--- src/rtl/bram_port_arbiter.sv ---
// Shares one BRAM port between the DMA engine and the cache path, with per-read return routing.
// Optional `BRAM_ARB_DMA_BURST_EN` lets the DMA hold the grant for up to BURST_LEN accesses under contention.
module bram_port_arbiter #(
  parameter int ADDR_W    = 13,
  parameter int DATA_W    = 32,
  parameter int RD_LAT    = 2,
  parameter int BURST_LEN = 4
) (
  input  logic              wb_clk_i,
  input  logic              wb_rst_n,
  input  logic              dma_req_valid,
  input  logic              dma_req_we,
  input  logic [ADDR_W-1:0] dma_req_addr,
  input  logic [DATA_W-1:0] dma_req_wdata,
  output logic              dma_req_ack,
  output logic              dma_rdata_valid,
  output logic [DATA_W-1:0] dma_rdata,
  input  logic              cc_req_valid,
  input  logic              cc_req_we,
  input  logic [ADDR_W-1:0] cc_req_addr,
  input  logic [DATA_W-1:0] cc_req_wdata,
  output logic              cc_req_ack,
  output logic              cc_rdata_valid,
  output logic [DATA_W-1:0] cc_rdata,
  output logic              bram_en,
  output logic              bram_we,
  output logic [ADDR_W-1:0] bram_addr,
  output logic [DATA_W-1:0] bram_wdata,
  input  logic [DATA_W-1:0] bram_rdata
);

  logic              last_cc_r;
  logic              dma_gnt_s;
  logic              cc_gnt_s;
  logic              burst_ok_s;
  logic              rd_issue_s;
  logic [RD_LAT-1:0] tag_v_r;
  logic [RD_LAT-1:0] tag_cc_r;
  logic              tag_out_v_s;
  logic              tag_out_cc_s;

`ifdef BRAM_ARB_DMA_BURST_EN
  localparam int CNT_W = $clog2(BURST_LEN + 1);
  logic [CNT_W-1:0] burst_cnt_r;

  assign burst_ok_s = (burst_cnt_r < CNT_W'(BURST_LEN));

  // Count consecutive DMA grants; saturates so long DMA-only runs still yield to the cache.
  always_ff @(posedge wb_clk_i) begin
    if (!wb_rst_n) begin
      burst_cnt_r <= {CNT_W{1'b0}};
    end else if (dma_gnt_s) begin
      burst_cnt_r <= burst_ok_s ? burst_cnt_r + CNT_W'(1) : burst_cnt_r;
    end else begin
      burst_cnt_r <= {CNT_W{1'b0}};
    end
  end
`else
  // Without the burst option this is constant false: plain alternation under contention.
  assign burst_ok_s = (BURST_LEN < 0) ? 1'b1 : 1'b0;
`endif

  // Grant selection: sole requester wins; on conflict the one not granted last wins.
  always_comb begin
    dma_gnt_s = 1'b0;
    cc_gnt_s  = 1'b0;
    if (dma_req_valid && cc_req_valid) begin
      if (last_cc_r || burst_ok_s) begin
        dma_gnt_s = 1'b1;
      end else begin
        cc_gnt_s = 1'b1;
      end
    end else begin
      dma_gnt_s = dma_req_valid;
      cc_gnt_s  = cc_req_valid;
    end
  end

  assign dma_req_ack = dma_gnt_s;
  assign cc_req_ack  = cc_gnt_s;
  assign bram_en     = dma_gnt_s | cc_gnt_s;
  assign rd_issue_s  = (dma_gnt_s & ~dma_req_we) | (cc_gnt_s & ~cc_req_we);

  // BRAM port mux from the granted requester.
  always_comb begin
    bram_we    = 1'b0;
    bram_addr  = dma_req_addr;
    bram_wdata = dma_req_wdata;
    if (cc_gnt_s) begin
      bram_we    = cc_req_we;
      bram_addr  = cc_req_addr;
      bram_wdata = cc_req_wdata;
    end else if (dma_gnt_s) begin
      bram_we = dma_req_we;
    end else begin
      bram_we = 1'b0;
    end
  end

  // Remember who was granted last for fairness on the next conflict.
  always_ff @(posedge wb_clk_i) begin
    if (!wb_rst_n) begin
      last_cc_r <= 1'b1;
    end else if (dma_gnt_s) begin
      last_cc_r <= 1'b0;
    end else if (cc_gnt_s) begin
      last_cc_r <= 1'b1;
    end else begin
      last_cc_r <= last_cc_r;
    end
  end

  // Tag shift register tracking {valid, owner} of each read through the BRAM latency.
  always_ff @(posedge wb_clk_i) begin
    if (!wb_rst_n) begin
      tag_v_r  <= {RD_LAT{1'b0}};
      tag_cc_r <= {RD_LAT{1'b0}};
    end else begin
      tag_v_r[0]  <= rd_issue_s;
      tag_cc_r[0] <= cc_gnt_s;
      for (int i = 1; i < RD_LAT; i++) begin
        tag_v_r[i]  <= tag_v_r[i-1];
        tag_cc_r[i] <= tag_cc_r[i-1];
      end
    end
  end

  assign tag_out_v_s  = tag_v_r[RD_LAT-1];
  assign tag_out_cc_s = tag_cc_r[RD_LAT-1];

  // Register returning BRAM data into the owning requester's output and pulse its valid.
  always_ff @(posedge wb_clk_i) begin
    if (!wb_rst_n) begin
      dma_rdata_valid <= 1'b0;
      cc_rdata_valid  <= 1'b0;
      dma_rdata       <= {DATA_W{1'b0}};
      cc_rdata        <= {DATA_W{1'b0}};
    end else begin
      dma_rdata_valid <= tag_out_v_s & ~tag_out_cc_s;
      cc_rdata_valid  <= tag_out_v_s & tag_out_cc_s;
      if (tag_out_v_s && !tag_out_cc_s) begin
        dma_rdata <= bram_rdata;
      end else begin
        dma_rdata <= dma_rdata;
      end
      if (tag_out_v_s && tag_out_cc_s) begin
        cc_rdata <= bram_rdata;
      end else begin
        cc_rdata <= cc_rdata;
      end
    end
  end

endmodule

--- config.mk ---
export PLATFORM = sky130hd
export DESIGN_NAME = bram_port_arbiter
export DESIGN_NICKNAME = d
export VERILOG_FILES = /design/src/rtl/bram_port_arbiter.sv
export SDC_FILE = /design/constraint.sdc
export NUM_CORES = 1
export LEC_CHECK = 0
export BUFFER_PORTS_ARGS = -buffer_cell sky130_fd_sc_hd__buf_2
export CAP_MARGIN = 25
export CORE_ASPECT_RATIO = 0.7
export CORE_MARGIN = 2
export CORE_UTILIZATION = 40
export CTS_BUF_LIST = sky130_fd_sc_hd__clkbuf_4 sky130_fd_sc_hd__clkbuf_8
export DETAILED_ROUTE_END_ITERATION = 16
export GPL_TIMING_DRIVEN = 0
export PLACE_DENSITY = 0.78
export REMOVE_ABC_BUFFERS = 1
export SLEW_MARGIN = 0
export SYNTH_ARGS = -nofsm -noshare
export SYNTH_HDL_FRONTEND = slang
export SYNTH_SLANG_ARGS = --single-unit
--- constraint.sdc ---
create_clock -name wb_clk_i -period 2.2 [get_ports wb_clk_i]
set_clock_uncertainty 0.2 [all_clocks]
set_input_delay 0.44 -clock wb_clk_i [delete_from_list [all_inputs] [get_ports wb_clk_i]]
set_output_delay 0.44 -clock wb_clk_i [all_outputs]
set_load 0.005 [all_outputs]
==> results_dict.tcl, run 1 <==
set metrics [dict create \
    maxCapViolations 0 \
    synth_cells 355 \
    slew_headroom_pct 32.3 \
    worst-setup-path-type "reg -> out" \
    fillers 576 \
    vdd_drop_max_mv 0.530 \
    synth_top_cell_area_share_pct 44.5 \
    p_per_area_nw_per_um2 601 \
    chipHeight_um 78.8 \
    clock.fmax_mhz 429 \
    p_leak_nw 2.55 \
    grt_pass1_wl_um 18300 \
    grt_max_degree 73 \
    antenna_found_initial 2 \
    setup_ws_ns -0.130 \
    ys_types 22 \
    place_hpwl_um 8190 \
    setup_viol 45 \
    tritoncts "done" \
    avgViaCountPerCell 4.96 \
    synthArstFlopShare_pct 0 \
    ant_nets 0 \
    hp-class "in -> reg" \
    worstMarginPinSlew_ns 1.02 \
    end_kind "output pin" \
    period_share_pct 106 \
    finalHoldViolCount 0 \
    worstSetupStartpointType "flip-flop" \
    layout-area-overhead-vs-synth_pct 65.6 \
    clock_sinks 71 \
    synthTopCellsByCount "132 x nand2_1, 71 x dfxtp_1, 59 x a21boi_0" \
    synth_area_per_cell_sq_um 9.01 \
    cts_htree_levels 3 \
    die_area_sq_um 8730 \
    via_count 3496 \
    yosysTopAreaCell "dfxtp_1" \
    rsz0062_at_grt "yes" \
    grt_overflow 0 \
    grt_usage_pct 26.7 \
    place_ws_ns -0.460 \
    clkSlewWorstSetupHoldPaths_ns 0.09 \
    drt-pass1-iter-count 4 \
    wire_per_inst_um 17.9 \
    finalWirelength_um 12600 \
    cts_max_path_buffers 2 \
    io-pin-count 243 \
    cts_buffers 9 \
    fp.coreArea_sq_um 7800 \
    path_max_fanout 6 \
    cp.required_ns 1.56 \
    place.gp.congestion 0.901 \
    route.detailed.drc 0 \
    final_cell_area_sq_um 5290 \
    drv_slew 0 \
    worst_hold_slack_ns 0.139 \
    rows 27 \
    violations "negative setup slack" \
    final.min_clock_period_ns 2.33 \
    clkLatencyLatePin_ns 0.34 \
    status "complete, but fails checks" \
    total_power_mw 3.18 \
    ys_ff_latch 71 \
    crit_arrival_ns 1.69 \
    synth-main-ff-cell "dfxtp_1" \
    layout-drive-gt1-share_pct 53.7 \
    grt_pass1_vias 3562 \
    ys_top_cells_by_area "dfxtp_1 44%, nand2_1 15%, a21boi_0 14%" \
    yosysMostFrequentCell "nand2_1" \
    die_x_um 111 \
    setup_tns_ns -3.08 \
    netlist_area_sq_um 3200 \
    drtIter0Drc 251 \
    start_util_pct 41.0 \
    root_buffer "clkbuf_8" \
    nNetsFinal 725 \
    placed_area_sq_um 4480 \
    synth-edff-count 0 \
    ys_warn_count 0 \
    ys_seq_area_share_pct 44.5 \
    io_buffers 242 \
]
==> cell usage in the layout, fill, tap and decap left out <==
cell type and count:
buf_2 201, buf_12 4, or2_2 1, nand2b_1 2, dfxtp_1 70, clkbuf_16 1
clkbuf_8 9, a21boi_4 1, buf_16 3, and3_1 1, mux2_2 4, and2_1 6
a22o_1 1, mux2_4 41, buf_6 44, a21boi_1 5, clkinv_4 2, nand2_1 132
o21ai_0 1, clkinvlp_4 1, buf_4 2, a21boi_0 59, inv_6 1, nand3b_1 1
buf_8 3, nand4b_1 1, nor2b_4 1, bufinv_16 2, dfxtp_2 1, inv_8 1
diode_2 2
==> what timing repair did <==
item / in CTS / in global routing
endpoints found under the hold margin: 0 / 0
hold buffers: 0 / 0
buffers inserted: 11 / 0
setup endpoints to repair: 47 / 46
cloned: 2 / 1
pin swaps: 2 / 1
gates resized for setup: 67 / 25
==> power by group <==
part / switching, mW / internal (mW) / total (mW)
combinational: 0.256 / 0.408 / 0.664
sequential: 0.0137 / 1.31 / 1.32
clock: 0.541 / 0.654 / 1.20
==> stage by stage <==
step	util [%]	cells
after floorplan	-	328
after global placement	56.1	671
after detailed placement	57.4	675
after CTS	66.2	703
after global routing	67.8	705
final	67.8	705
==> metal layers <==
| layer | part of all wire [%] | track usage (%) | vias to the layer above |
|---|---|---|---|
| met4 | 2.1 | 8.13 | 0 |
| met1 | 41 | 32.4 | 1651 |
| li1 | - | - | 1657 |
| met3 | 6.3 | 6.49 | 23 |
| met2 | 50 | 47.2 | 165 |
| met5 | 0 | 0 | - |
==> cell families (layout without fill, tap and decap cells) <==
kind of cell           after synthesis  in the layout  share of synthesized area (%)
and+or+nand+nor                    145            145                           18.2
DFF                                 71             71                           44.5
AOI/OAI and AO/OA                   67             67                           16.0
muxes                               45             45                           16.6
buffers and inverters               27            274                           4.77
other                                0              2                              0
==> worst paths after layout <==
check | depth (start not counted) | endpoint | slack [ns] | from
worst max-delay path | 5 | bram_wdata[9] | -0.13 | last_cc_r$_SDFFE_PN1P_
worst min-delay path | 3 | cc_rdata[6]$_SDFFE_PN0P_ | 0.14 | bram_rdata[6]
worst max register to register | 4 | dma_rdata[0]$_SDFFE_PN0P_ | 0.28 | tag_cc_r[1]$_SDFF_PN0_
worst min register to register | 1 | tag_cc_r[1]$_SDFF_PN0_ | 0.24 | tag_cc_r[0]$_SDFF_PN0_
==> state kept, by name, indices dropped and copies added (netlist names) <==
register and cells:
cc_rdata_valid 1, cc_rdata 32, dma_rdata 32, tag_cc_r 2, tag_v_r 2, last_cc_r 1
dma_rdata_valid 1
==> worst max-delay path, stage by stage (launching register included) <==
cell and delay [ns]:
dfxtp_2 0.34, a21boi_4 0.18, buf_8 0.18, buf_12 0.14, mux2_2 0.35, buf_2 0.14
==> area by class of cell <==
type                       instances  area, sq um  share of cell area (%)
multi-input combinational        257         1760                    33.3
antenna                            2         5.00                  0.0945
clock inverter                     7          105                    1.99
timing repair buffer             258         1750                    33.0
tap                              101          126                    2.39
clock buffer                       9          124                    2.34
sequential                        71         1420                    26.9
Note: power is estimated with default switching activity, not from simulation.
==> run 2, diff against run 1 <==
--- a/config.mk
+++ b/config.mk
@@ -5,7 +5,7 @@
 export SDC_FILE = /design/constraint.sdc
 export NUM_CORES = 1
 export LEC_CHECK = 0
-export BUFFER_PORTS_ARGS = -buffer_cell sky130_fd_sc_hd__buf_2
+export BUFFER_PORTS_ARGS = -buffer_cell sky130_fd_sc_hd__buf_4
 export CAP_MARGIN = 25
 export CORE_ASPECT_RATIO = 0.7
 export CORE_MARGIN = 2
@@ -15,6 +15,7 @@
 export GPL_TIMING_DRIVEN = 0
 export PLACE_DENSITY = 0.78
 export REMOVE_ABC_BUFFERS = 1
+export SKIP_LAST_GASP = 1
 export SLEW_MARGIN = 0
 export SYNTH_ARGS = -nofsm -noshare
 export SYNTH_HDL_FRONTEND = slang
==> results_dict.tcl, run 2 (synthesis gave the netlist of run 1 again) <==
set metrics [dict create \
    setup_ws_ns -0.0511 \
    p_leak_nw 2.64 \
    route.detailed.drc 0 \
    clkLatencyLatePin_ns 0.33 \
    die_area_sq_um 8730 \
    period_share_pct 102 \
    io_buffers 242 \
    cts_max_path_buffers 2 \
    grt_overflow 0 \
    cp.required_ns 1.56 \
    rsz0062_at_grt "yes" \
    worstSetupStartpointType "flip-flop" \
    end_kind "output pin" \
    crit_arrival_ns 1.61 \
    wire_per_inst_um 17.6 \
    setup_viol 38 \
    grt_pass1_wl_um 17400 \
    fin_util_pct 73.5 \
    drv_slew 0 \
    start_util_pct 41.0 \
    finalWirelength_um 12300 \
    io-pin-count 243 \
    grt_pass1_vias 3347 \
    worstHoldStart "bram_rdata[4]" \
    total_power_mw 3.09 \
    worstMarginPinSlew_ns 0.887 \
    p_sw_uw 758 \
    drtIter0Drc 215 \
    cts_buffers 9 \
    place_hpwl_um 8610 \
    antenna_found_initial 0 \
    hp-class "in -> reg" \
    drt-pass1-iter-count 4 \
    intPower_mw 2.33 \
    chipHeight_um 78.8 \
    highest_layer "met4" \
    slew_headroom_pct 40.9 \
    die_x_um 111 \
    clkSlewWorstSetupHoldPaths_ns 0.08 \
    maxCapViolations 0 \
    place.gp.congestion 0.837 \
    p_per_area_nw_per_um2 538 \
    switching_share_pct 24.5 \
    antenna_cells 0 \
    layout-drive-gt1-share_pct 53.6 \
    finalHoldViolCount 0 \
    rows 27 \
    final.min_clock_period_ns 2.25 \
    violations "negative setup slack" \
    worst-setup-path-type "reg -> out" \
    grt_usage_pct 25.4 \
    startpoint "last_cc_r$_SDFFE_PN1P_" \
    fp.coreArea_sq_um 7800 \
    pwr-share-clk_pct 33.7 \
    via_count 3427 \
    top_regs "cc_rdata (32), dma_rdata (32)" \
    status "complete, but fails checks" \
    ant_nets 0 \
    path_max_fanout 6 \
    clock.fmax_mhz 444 \
    vdd_drop_max_mv 0.321 \
    clock_sinks 71 \
    layout-area-overhead-vs-synth_pct 79.5 \
    wl_met2_um 6280 \
    cts_htree_levels 3 \
    wl_met1_um 4920 \
    setup_tns_ns -1.11 \
    dr_wl_met3_um 962 \
    avgViaCountPerCell 4.88 \
    nNetsFinal 724 \
    comb_power_share_pct 23.4 \
    seq_power_share_pct 42.9 \
    root_buffer "clkbuf_8" \
    layout_commonest_cell "buf_4" \
    grt_max_degree 73 \
    reg2reg_from "tag_cc_r[1]$_SDFF_PN0_" \
    tritoncts "done" \
    final_cell_mix "211 x buf_4, 132 x nand2_1, 70 x dfxtp_1, 59 x a21boi_0, 44 x mux2_4" \
]
-- run 2: worst max-delay path, cell delays in order, from the launching register on --
cell and delay, ns:
dfxtp_4 0.36, a21boi_4 0.18, buf_12 0.16, clkbuf_16 0.16, mux2_4 0.31, buf_6 0.12
-- run 2: stage by stage --
| step | cells | hold WS, ns | setup slack (ns) | area [sq um] |
|---|---|---|---|---|
| 2_1_floorplan | 328 | 0.212 | -0.232 | 3040 |
| 3_3_place_gp | 671 | 0.215 | -0.780 | 4990 |
| 3_5_place_dp | 675 | 0.222 | -0.475 | 5070 |
| 4_1_cts | 701 | 0.136 | -0.146 | 5430 |
| 5_1_grt | 702 | 0.143 | -0.103 | 5740 |
| 6_report | 702 | 0.152 | -0.0511 | 5740 |
-- run 2: power groups by stage --
| stage | Clock [mW] | Sequential [mW] | Combinational, mW |
|---|---|---|---|
| final | 1.04 | 1.33 | 0.723 |
| after detailed placement | 0 | 1.36 | 0.568 |
| after floorplan | 0 | 1.36 | 0.178 |
| after CTS | 1.07 | 1.33 | 0.614 |
| after global routing | 1.12 | 1.33 | 0.762 |
| after global placement | 0 | 1.35 | 0.552 |
-- run 2: worst paths after layout --
kind	endpoint	slack, ns	depth (start not counted)
setup reg to reg	dma_rdata[4]$_SDFFE_PN0P_	0.30	4
hold reg to reg	tag_cc_r[1]$_SDFF_PN0_	0.23	1
hold / removal	cc_rdata[4]$_SDFFE_PN0P_	0.15	3
setup / recovery	bram_addr[2]	-0.05	5
-- run 2: layout make-up --
| class | count | area (sq um) |
|---|---|---|
| clock buffer | 10 | 131 |
| sequential | 71 | 1430 |
| fill | 544 | 2070 |
| tap | 101 | 126 |
| timing repair buffer | 256 | 2190 |
| multi-input combinational | 258 | 1790 |
| clock inverter | 6 | 68.8 |
-- run 2: repair_timing --
item,4_1_cts,5_1_grt
hold buffers,0,0
buffers inserted,7,2
gates cloned,3,3
endpoints found under the setup margin,47,37
gates resized for setup,8,79
pin swaps,1,2
-- run 2: layer usage --
layer,vias to the layer above,track usage (%)
met3,19,8.17
met4,0,7.12
met5,-,0
li1,1656,-
met2,147,44.8
met1,1605,29.9
